<file path="src/rtl/peripheral_dma_desc_ahb4.sv">
// AHB4-Lite slave that stages SRC/DST and pushes {src,dst,len} descriptors into a FIFO on LEN writes.
// Optional FIFO-empty interrupt register enabled by defining PERIPHERAL_DMA_DESC_IRQ_EN.
module peripheral_dma_desc_ahb4 #(
    parameter int HADDR_SIZE = 16,
    parameter int HDATA_SIZE = 32,
    parameter int DEPTH      = 4
) (
    input  logic                  HCLK,
    input  logic                  HRESET,
    input  logic                  HSEL,
    input  logic [HADDR_SIZE-1:0] HADDR,
    input  logic [HDATA_SIZE-1:0] HWDATA,
    output logic [HDATA_SIZE-1:0] HRDATA,
    input  logic                  HWRITE,
    input  logic [2:0]            HSIZE,
    input  logic [2:0]            HBURST,
    input  logic [3:0]            HPROT,
    input  logic [1:0]            HTRANS,
    input  logic                  HMASTLOCK,
    input  logic                  HREADY,
    output logic                  HREADYOUT,
    output logic                  HRESP,
    output logic                  desc_valid,
    input  logic                  desc_ready,
    output logic [HDATA_SIZE-1:0] desc_src,
    output logic [HDATA_SIZE-1:0] desc_dst,
    output logic [HDATA_SIZE-1:0] desc_len,
    output logic                  irq
);
    localparam int AW = $clog2(DEPTH);
    localparam int CW = AW + 1;

    typedef enum logic [2:0] {S_IDLE, S_DATA, S_WAIT, S_ERR1, S_ERR2} state_t;

    state_t                  state, nstate;
    logic   [2:0]            d_idx;
    logic                    d_write;
    logic   [HDATA_SIZE-1:0] src_r, dst_r;
    logic   [AW-1:0]         wp, rp;
    logic   [CW-1:0]         count;
    logic   [3*HDATA_SIZE-1:0] mem [DEPTH];
    logic                    accept, a_err, push, pop, full, empty;
    logic   [2:0]            a_idx;
    logic   [3*HDATA_SIZE-1:0] push_data;

    logic unused;
    assign unused = ^{HADDR[HADDR_SIZE-1:5], HADDR[1:0], HTRANS[0], HBURST, HPROT, HMASTLOCK};

    assign accept    = HSEL & HREADY & HTRANS[1];
    assign a_idx     = HADDR[4:2];
    assign a_err     = (HSIZE != 3'b010) | (a_idx > 3'd4) | (HWRITE & (a_idx == 3'd3));
    assign full      = (count == CW'(DEPTH));
    assign empty     = (count == '0);
    assign desc_valid = ~empty;
    assign pop       = desc_valid & desc_ready;
    assign push_data = {src_r, dst_r, HWDATA};

    always_ff @(posedge HCLK or posedge HRESET) begin
        if (HRESET) begin
            state   <= S_IDLE;
            d_idx   <= '0;
            d_write <= 1'b0;
        end else begin
            state <= nstate;
            if (accept) begin
                d_idx   <= a_idx;
                d_write <= HWRITE;
            end
        end
    end

    always_comb begin
        nstate    = state;
        HREADYOUT = 1'b1;
        HRESP     = 1'b0;
        push      = 1'b0;
        case (state)
            S_IDLE: if (accept) nstate = a_err ? S_ERR1 : S_DATA;
            S_DATA: begin
                if (d_write && d_idx == 3'd2 && full) begin
                    HREADYOUT = 1'b0;
                    nstate    = S_WAIT;
                end else begin
                    push   = d_write && (d_idx == 3'd2);
                    nstate = accept ? (a_err ? S_ERR1 : S_DATA) : S_IDLE;
                end
            end
            // full is registered, so a pop seen here frees the slot one cycle later
            S_WAIT: begin
                if (full) begin
                    HREADYOUT = 1'b0;
                end else begin
                    push   = 1'b1;
                    nstate = accept ? (a_err ? S_ERR1 : S_DATA) : S_IDLE;
                end
            end
            S_ERR1: begin
                HREADYOUT = 1'b0;
                HRESP     = 1'b1;
                nstate    = S_ERR2;
            end
            S_ERR2: begin
                HRESP  = 1'b1;
                nstate = accept ? (a_err ? S_ERR1 : S_DATA) : S_IDLE;
            end
            default: nstate = S_IDLE;
        endcase
    end

    always_ff @(posedge HCLK or posedge HRESET) begin
        if (HRESET) begin
            src_r <= '0;
            dst_r <= '0;
        end else if (state == S_DATA && d_write) begin
            if (d_idx == 3'd0) src_r <= HWDATA;
            if (d_idx == 3'd1) dst_r <= HWDATA;
        end
    end

    always_ff @(posedge HCLK) begin
        if (push) mem[wp] <= push_data;
    end

    always_ff @(posedge HCLK or posedge HRESET) begin
        if (HRESET) begin
            wp       <= '0;
            rp       <= '0;
            count    <= '0;
            desc_src <= '0;
            desc_dst <= '0;
            desc_len <= '0;
        end else begin
            if (push) wp <= wp + AW'(1);
            if (pop)  rp <= rp + AW'(1);
            case ({push, pop})
                2'b10:   count <= count + CW'(1);
                2'b01:   count <= count - CW'(1);
                default: count <= count;
            endcase
            // head tracks the entry that will be at rp after this edge
            if (push && (empty || (pop && count == CW'(1))))
                {desc_src, desc_dst, desc_len} <= push_data;
            else if (pop && count > CW'(1))
                {desc_src, desc_dst, desc_len} <= mem[rp + AW'(1)];
        end
    end

    logic [HDATA_SIZE-1:0] irq_reg;
`ifdef PERIPHERAL_DMA_DESC_IRQ_EN
    logic irq_en, irq_pend;
    always_ff @(posedge HCLK or posedge HRESET) begin
        if (HRESET) begin
            irq_en   <= 1'b0;
            irq_pend <= 1'b0;
        end else begin
            if (state == S_DATA && d_write && d_idx == 3'd4) begin
                irq_en <= HWDATA[0];
                if (HWDATA[1]) irq_pend <= 1'b0;
            end
            if (pop && !push && count == CW'(1)) irq_pend <= 1'b1;
        end
    end
    assign irq     = irq_en & irq_pend;
    assign irq_reg = HDATA_SIZE'({irq_pend, irq_en});
`else
    assign irq     = 1'b0;
    assign irq_reg = '0;
`endif

    always_comb begin
        HRDATA = '0;
        if (state == S_DATA && !d_write) begin
            case (d_idx)
                3'd0:    HRDATA = src_r;
                3'd1:    HRDATA = dst_r;
                3'd3:    HRDATA = HDATA_SIZE'({full, empty, 8'(count)});
                3'd4:    HRDATA = irq_reg;
                default: HRDATA = '0;
            endcase
        end
    end
endmodule

</file>
<file path="config.mk">
export PLATFORM = sky130hd
export DESIGN_NAME = peripheral_dma_desc_ahb4
export DESIGN_NICKNAME = d
export VERILOG_FILES = /design/src/rtl/peripheral_dma_desc_ahb4.sv
export SDC_FILE = /design/constraint.sdc
export NUM_CORES = 1
export LEC_CHECK = 0
export CELL_PAD_IN_SITES_DETAIL_PLACEMENT = 1
export CELL_PAD_IN_SITES_GLOBAL_PLACEMENT = 2
export CORE_MARGIN = 5
export CORE_UTILIZATION = 39
export DETAILED_ROUTE_END_ITERATION = 8
export GPL_TIMING_DRIVEN = 0
export PLACE_DENSITY_LB_ADDON = 0.1
export SYNTH_ARGS = -nofsm -noshare
export SYNTH_HDL_FRONTEND = slang
export SYNTH_SLANG_ARGS = --single-unit
</file>
<file path="constraint.sdc">
create_clock -name HCLK -period 5.3 [get_ports HCLK]
set_input_delay 1.06 -clock HCLK [delete_from_list [all_inputs] [get_ports HCLK]]
set_output_delay 1.06 -clock HCLK [all_outputs]
set_load 0.005 [all_outputs]
</file>
==> report_table.html <==
<table>
<tr><th>Metric</th><th>Value</th></tr>
<tr><th colspan="2">Timing</th></tr>
<tr><td>Final Skew</td><td>26.9 ps</td></tr>
<tr><td>Shortest clock period the worst path allows after layout</td><td>4840 ps</td></tr>
<tr><td>Final sum of negative setup slack</td><td>0 ps</td></tr>
<tr><td>Setup violation total in the final timing report</td><td>0</td></tr>
<tr><td>Hold slack</td><td>512 ps</td></tr>
<tr><td>Worst Tran Pin Value</td><td>1320 ps</td></tr>
<tr><td>Minimum setup slack in the final design</td><td>460 ps</td></tr>
<tr><td>Highest achievable clock rate</td><td>207 MHz</td></tr>
<tr><td>Number of pins exceeding their max-slew limit in the final report</td><td>0</td></tr>
<tr><td>Setup repair after global routing missed its margin</td><td>no</td></tr>
<tr><td>Fin. Hold Viols</td><td>0</td></tr>
<tr><td>Period utilization</td><td>91.3%</td></tr>
<tr><td>Worst-case headroom to the max-slew limit</td><td>11.7%</td></tr>
<tr><th colspan="2">Routing</th></tr>
<tr><td>Average routed wire per standard cell</td><td>27.3 um</td></tr>
<tr><td>Top layer used by detailed routing</td><td>met4</td></tr>
<tr><td>Count of antenna-violating nets left after detailed routing</td><td>0</td></tr>
<tr><td>Post-detailed-routing wire length</td><td>59,600 um</td></tr>
<tr><td>Via total after detailed routing</td><td>11,900</td></tr>
<tr><td>Pre-Repair DR Iteration Count</td><td>7</td></tr>
<tr><td>1st-iter DRT viols</td><td>757</td></tr>
<tr><td>Length of routed met3 wiring</td><td>2260 um</td></tr>
<tr><td>Total DRC errors in the routed layout</td><td>0</td></tr>
<tr><td>Via-to-Cell Ratio</td><td>5.44</td></tr>
<tr><td>WL met1</td><td>26,400 um</td></tr>
<tr><td>Routed length on met2</td><td>30,100 um</td></tr>
<tr><th colspan="2">Pwr</th></tr>
<tr><td>PwrDens</td><td>538 nW/um^2</td></tr>
<tr><td>Largest voltage drop on the vdd net</td><td>246 uV</td></tr>
<tr><td>Net switching share of the total power</td><td>30.0%</td></tr>
<tr><td>Sequential cell fraction of total power</td><td>44.5%</td></tr>
<tr><td>Leakage dissipation</td><td>9.54 nW</td></tr>
<tr><td>Fraction of power consumed by the clock network</td><td>27.6%</td></tr>
<tr><td>Cell internal pwr</td><td>10.0 mW</td></tr>
<tr><td>Combinational fraction of design power</td><td>27.8%</td></tr>
<tr><td>Total net switching power</td><td>4.28 mW</td></tr>
<tr><td>Final total power</td><td>14.3 mW</td></tr>
<tr><th colspan="2">Yosys</th></tr>
<tr><td>Register bit count reported by yosys</td><td>558</td></tr>
<tr><td>Share of flip-flops with an asynchronous set or reset</td><td>31.2%</td></tr>
<tr><td>Biggest area consumer among synthesized cells</td><td>sky130_fd_sc_hd__edfxtp_1</td></tr>
<tr><td>Ys flop type</td><td>sky130_fd_sc_hd__edfxtp_1</td></tr>
<tr><td>Total number of yosys warnings</td><td>0</td></tr>
<tr><td>Area of the mapped netlist</td><td>21,700 um^2</td></tr>
<tr><td>Synthesized netlist net count</td><td>1,218</td></tr>
<tr><td>Most frequent cells after synthesis</td><td>384 x sky130_fd_sc_hd__edfxtp_1, 174 x sky130_fd_sc_hd__dfrtp_1, 100 x sky130_fd_sc_hd__and3_1</td></tr>
<tr><td>Ranking of synthesized cells by area</td><td>sky130_fd_sc_hd__edfxtp_1 53%, sky130_fd_sc_hd__dfrtp_1 20%, sky130_fd_sc_hd__mux4_2 10%, sky130_fd_sc_hd__a221o_1 4.4%, sky130_fd_sc_hd__mux2_2 3.5%</td></tr>
<tr><td>Most common cell in the synthesized netlist</td><td>sky130_fd_sc_hd__edfxtp_1</td></tr>
<tr><td>Number of flops mapped to enable cells by yosys</td><td>384</td></tr>
<tr><td>Unique cell type count in the Yosys netlist</td><td>41</td></tr>
<tr><td>Area fraction of the dominant cell type after synthesis</td><td>53.2%</td></tr>
<tr><td>Average footprint of a synthesized cell</td><td>19.0 um^2</td></tr>
<tr><td>Portion of the post-synthesis area used by sequential elements</td><td>73.2%</td></tr>
<tr><td>Gate count of the mapped netlist</td><td>1,142</td></tr>
<tr><th colspan="2">Clocking</th></tr>
<tr><td>Count of instances resized after the clock tree is built</td><td>0</td></tr>
<tr><td>Number of CTS-inserted buffers</td><td>58</td></tr>
<tr><td>Maximum buffer depth of the clock tree</td><td>3</td></tr>
<tr><td>Number of buffers inserted to repair setup after CTS</td><td>0</td></tr>
<tr><td>Clock tree from TritonCTS</td><td>done</td></tr>
<tr><td>Number of hold-repair buffers added at the cts stage</td><td>0</td></tr>
<tr><td># clock sinks</td><td>558</td></tr>
<tr><td>Clock tree root buffer cell</td><td>sky130_fd_sc_hd__clkbuf_16</td></tr>
<tr><td>Clock network latency to the later pin of the worst-skew pair</td><td>610 ps</td></tr>
<tr><td>Clock Pin Slew Worst Setup and Hold Paths</td><td>60 ps</td></tr>
<tr><td>Htree depth</td><td>2</td></tr>
<tr><th colspan="2">Setup path</th></tr>
<tr><td>Sort of element at the start of the critical path</td><td>flop</td></tr>
<tr><td>Startpoint-to-endpoint class of the critical path</td><td>flop to output port</td></tr>
<tr><td>Highest cell delay on the worst timing path</td><td>1060 ps</td></tr>
<tr><td>Highest-delay cell along the critical path</td><td>sky130_fd_sc_hd__nor3_2</td></tr>
<tr><td>WP data required</td><td>4240 ps</td></tr>
<tr><td>Cell family with most CP delay</td><td>buffers and inverters</td></tr>
<tr><td>Category of the worst setup path capture point</td><td>output port</td></tr>
<tr><td>Crit path arrival time</td><td>3780 ps</td></tr>
<tr><td>Largest driver fanout on the critical path</td><td>10</td></tr>
<tr><td>Worst-path cell chain</td><td>buf_2 &gt; nor3_2 &gt; clkbuf_1 &gt; a22oi_1 &gt; nor2_1 &gt; clkdlybuf4s50_1</td></tr>
<tr><td>Crit path buf inv count</td><td>3</td></tr>
<tr><th colspan="2">Cells and area</th></tr>
<tr><td>Layout overhead on the synthesized area</td><td>22.3%</td></tr>
<tr><td>Number of nets in the final layout</td><td>1,465</td></tr>
<tr><td>Proportion of layout cells with a drive suffix above 1</td><td>20.1%</td></tr>
<tr><td>Final antenna diode count</td><td>0</td></tr>
<tr><td>Final standard cell area without fillers</td><td>26,500 um^2</td></tr>
<tr><td>Post-Route Utilization</td><td>48.2%</td></tr>
<tr><td>Non-Filler Instances</td><td>2,186</td></tr>
<tr><th colspan="2">GRT</th></tr>
<tr><td>Number of global-route vias before repair</td><td>12,900</td></tr>
<tr><td>Global-route usage over all layers</td><td>19.7%</td></tr>
<tr><td>Antenna violations before repair</td><td>1</td></tr>
<tr><td>Global-route wire length before repair</td><td>87,800 um</td></tr>
<tr><td>Remaining Overflow, GRT</td><td>0</td></tr>
<tr><td>Largest net degree at the start of global routing</td><td>51</td></tr>
<tr><th colspan="2">Floorplanning</th></tr>
<tr><td>Die area</td><td>60,400 um^2</td></tr>
<tr><td>Floorplan core area</td><td>55,100 um^2</td></tr>
<tr><td>Die boundary width</td><td>246 um</td></tr>
<tr><td>Number of primary I/O pins</td><td>199</td></tr>
<tr><td>Initial Utilization</td><td>39.4%</td></tr>
<tr><td>Die Height</td><td>246 um</td></tr>
<tr><td>Floorplan row count</td><td>86</td></tr>
<tr><th colspan="2">Placement</th></tr>
<tr><td>Inst Count DP</td><td>2,077</td></tr>
<tr><td>Half-perimeter wire length of the detailed placement result</td><td>39,000 um</td></tr>
<tr><td>Standard cell area after detailed placement</td><td>24,700 um^2</td></tr>
<tr><td>Post-Place Worst Slack</td><td>1050 ps</td></tr>
<tr><td>Placer congestion estimate</td><td>0.718</td></tr>
<tr><td>Number of buffers inserted by port buffering</td><td>175</td></tr>
<tr><th colspan="2">Status</th></tr>
<tr><td>Result of the run</td><td>finished clean</td></tr>
<tr><th colspan="2">Hold path</th></tr>
<tr><td>Kind of path behind the tightest hold check</td><td>flop to flop</td></tr>
<tr><th colspan="2">Job</th></tr>
<tr><td>Maximum Capacitance Violations</td><td>0</td></tr>
</table>
state kept, by name, summed over array words and instances (netlist names):
name,cells
mem,384
desc_dst,32
desc_len,32
desc_src,32
dst_r,32
src_r,32
count,3
d_idx,3
state,3
rp,2
wp,2
d_write,1
routing by layer:
layer	GRT usage, %	vias to the layer above
li1	-	5186
met1	27.1	6403
met2	33.5	247
met3	3.03	55
met4	4.23	0
met5	0	-
logic make-up (layout without fill, tap and decap cells):
kind of cell               count (synthesis)  after routing  share of synthesized area, %
xor gates and xnor gates                   6              6                         0.242
buffers and inverters                     91            387                          1.86
adders and majority gates                  9              9                         0.519
AOI/OAI and AO/OA                        143            143                          6.07
DFF                                      558            558                          73.2
and+or+nand+nor                          163            163                          4.22
muxes                                    171            171                          13.8
other                                      1              1                        0.0173
worst register-to-register path, cell delays in order (launching register included):
cell and delay, ps:
sky130_fd_sc_hd__dfrtp_1 370, sky130_fd_sc_hd__buf_2 200, sky130_fd_sc_hd__nor3b_2 1040, sky130_fd_sc_hd__nand4_1 830
sky130_fd_sc_hd__buf_2 510, sky130_fd_sc_hd__mux2_1 370
layout by cell type, fill, tap and decap left out, drive strengths merged, types with 3 or more instances in the layout:
cell type	Yosys	final
and2	3	3
clkbuf	62	149
inv	7	7
nand2	7	7
a221o	96	96
a22oi	33	33
nor2	42	42
xnor2	5	5
clkdlybuf4s50	0	175
dfrtp	174	174
ha	9	9
buf	22	34
edfxtp	384	384
mux4	96	96
clkinv	0	19
a21o	4	4
mux2	73	73
and3	100	100
cell type report:
cell class	count	area, um^2
clock buffer	87	1680
buffer	84	378
sequential	558	15900
multi-input combinational	493	5430
tap	748	936
inverter	7	30.0
timing repair buffer	187	2040
clock inverter	22	155
fill	5240	28600
power groups by stage:
stage / registers (mW) / logic [mW] / clock network [mW]
3_5_place_dp: 6.46 / 4.07 / 0
3_3_place_gp: 6.46 / 3.96 / 0
6_report: 6.36 / 3.98 / 3.94
2_1_floorplan: 6.15 / 2.29 / 0
4_1_cts: 6.38 / 4.08 / 4.04
5_1_grt: 6.46 / 4.28 / 4.22
path summary, 6_finish.rpt:
| kind | startpoint | end | slack (ps) | depth (start not counted) |
|---|---|---|---|---|
| max in group asynchronous | HRESET | desc_len[11]$_DFFE_PP0P_ | 3290 | 5 |
| min reg2reg | desc_src[23]$_DFFE_PP0P_ | desc_src[23]$_DFFE_PP0P_ | 510 | 1 |
| max reg2reg | d_idx[1]$_DFFE_PP0P_ | dst_r[31]$_DFFE_PP0P_ | 1870 | 5 |
| min | desc_src[23]$_DFFE_PP0P_ | desc_src[23]$_DFFE_PP0P_ | 510 | 1 |
| min in group asynchronous | HRESET | desc_len[2]$_DFFE_PP0P_ | 900 | 2 |
| max | d_idx[0]$_DFFE_PP0P_ | HRDATA[17] | 460 | 6 |
(Power assumes the default switching activity.)
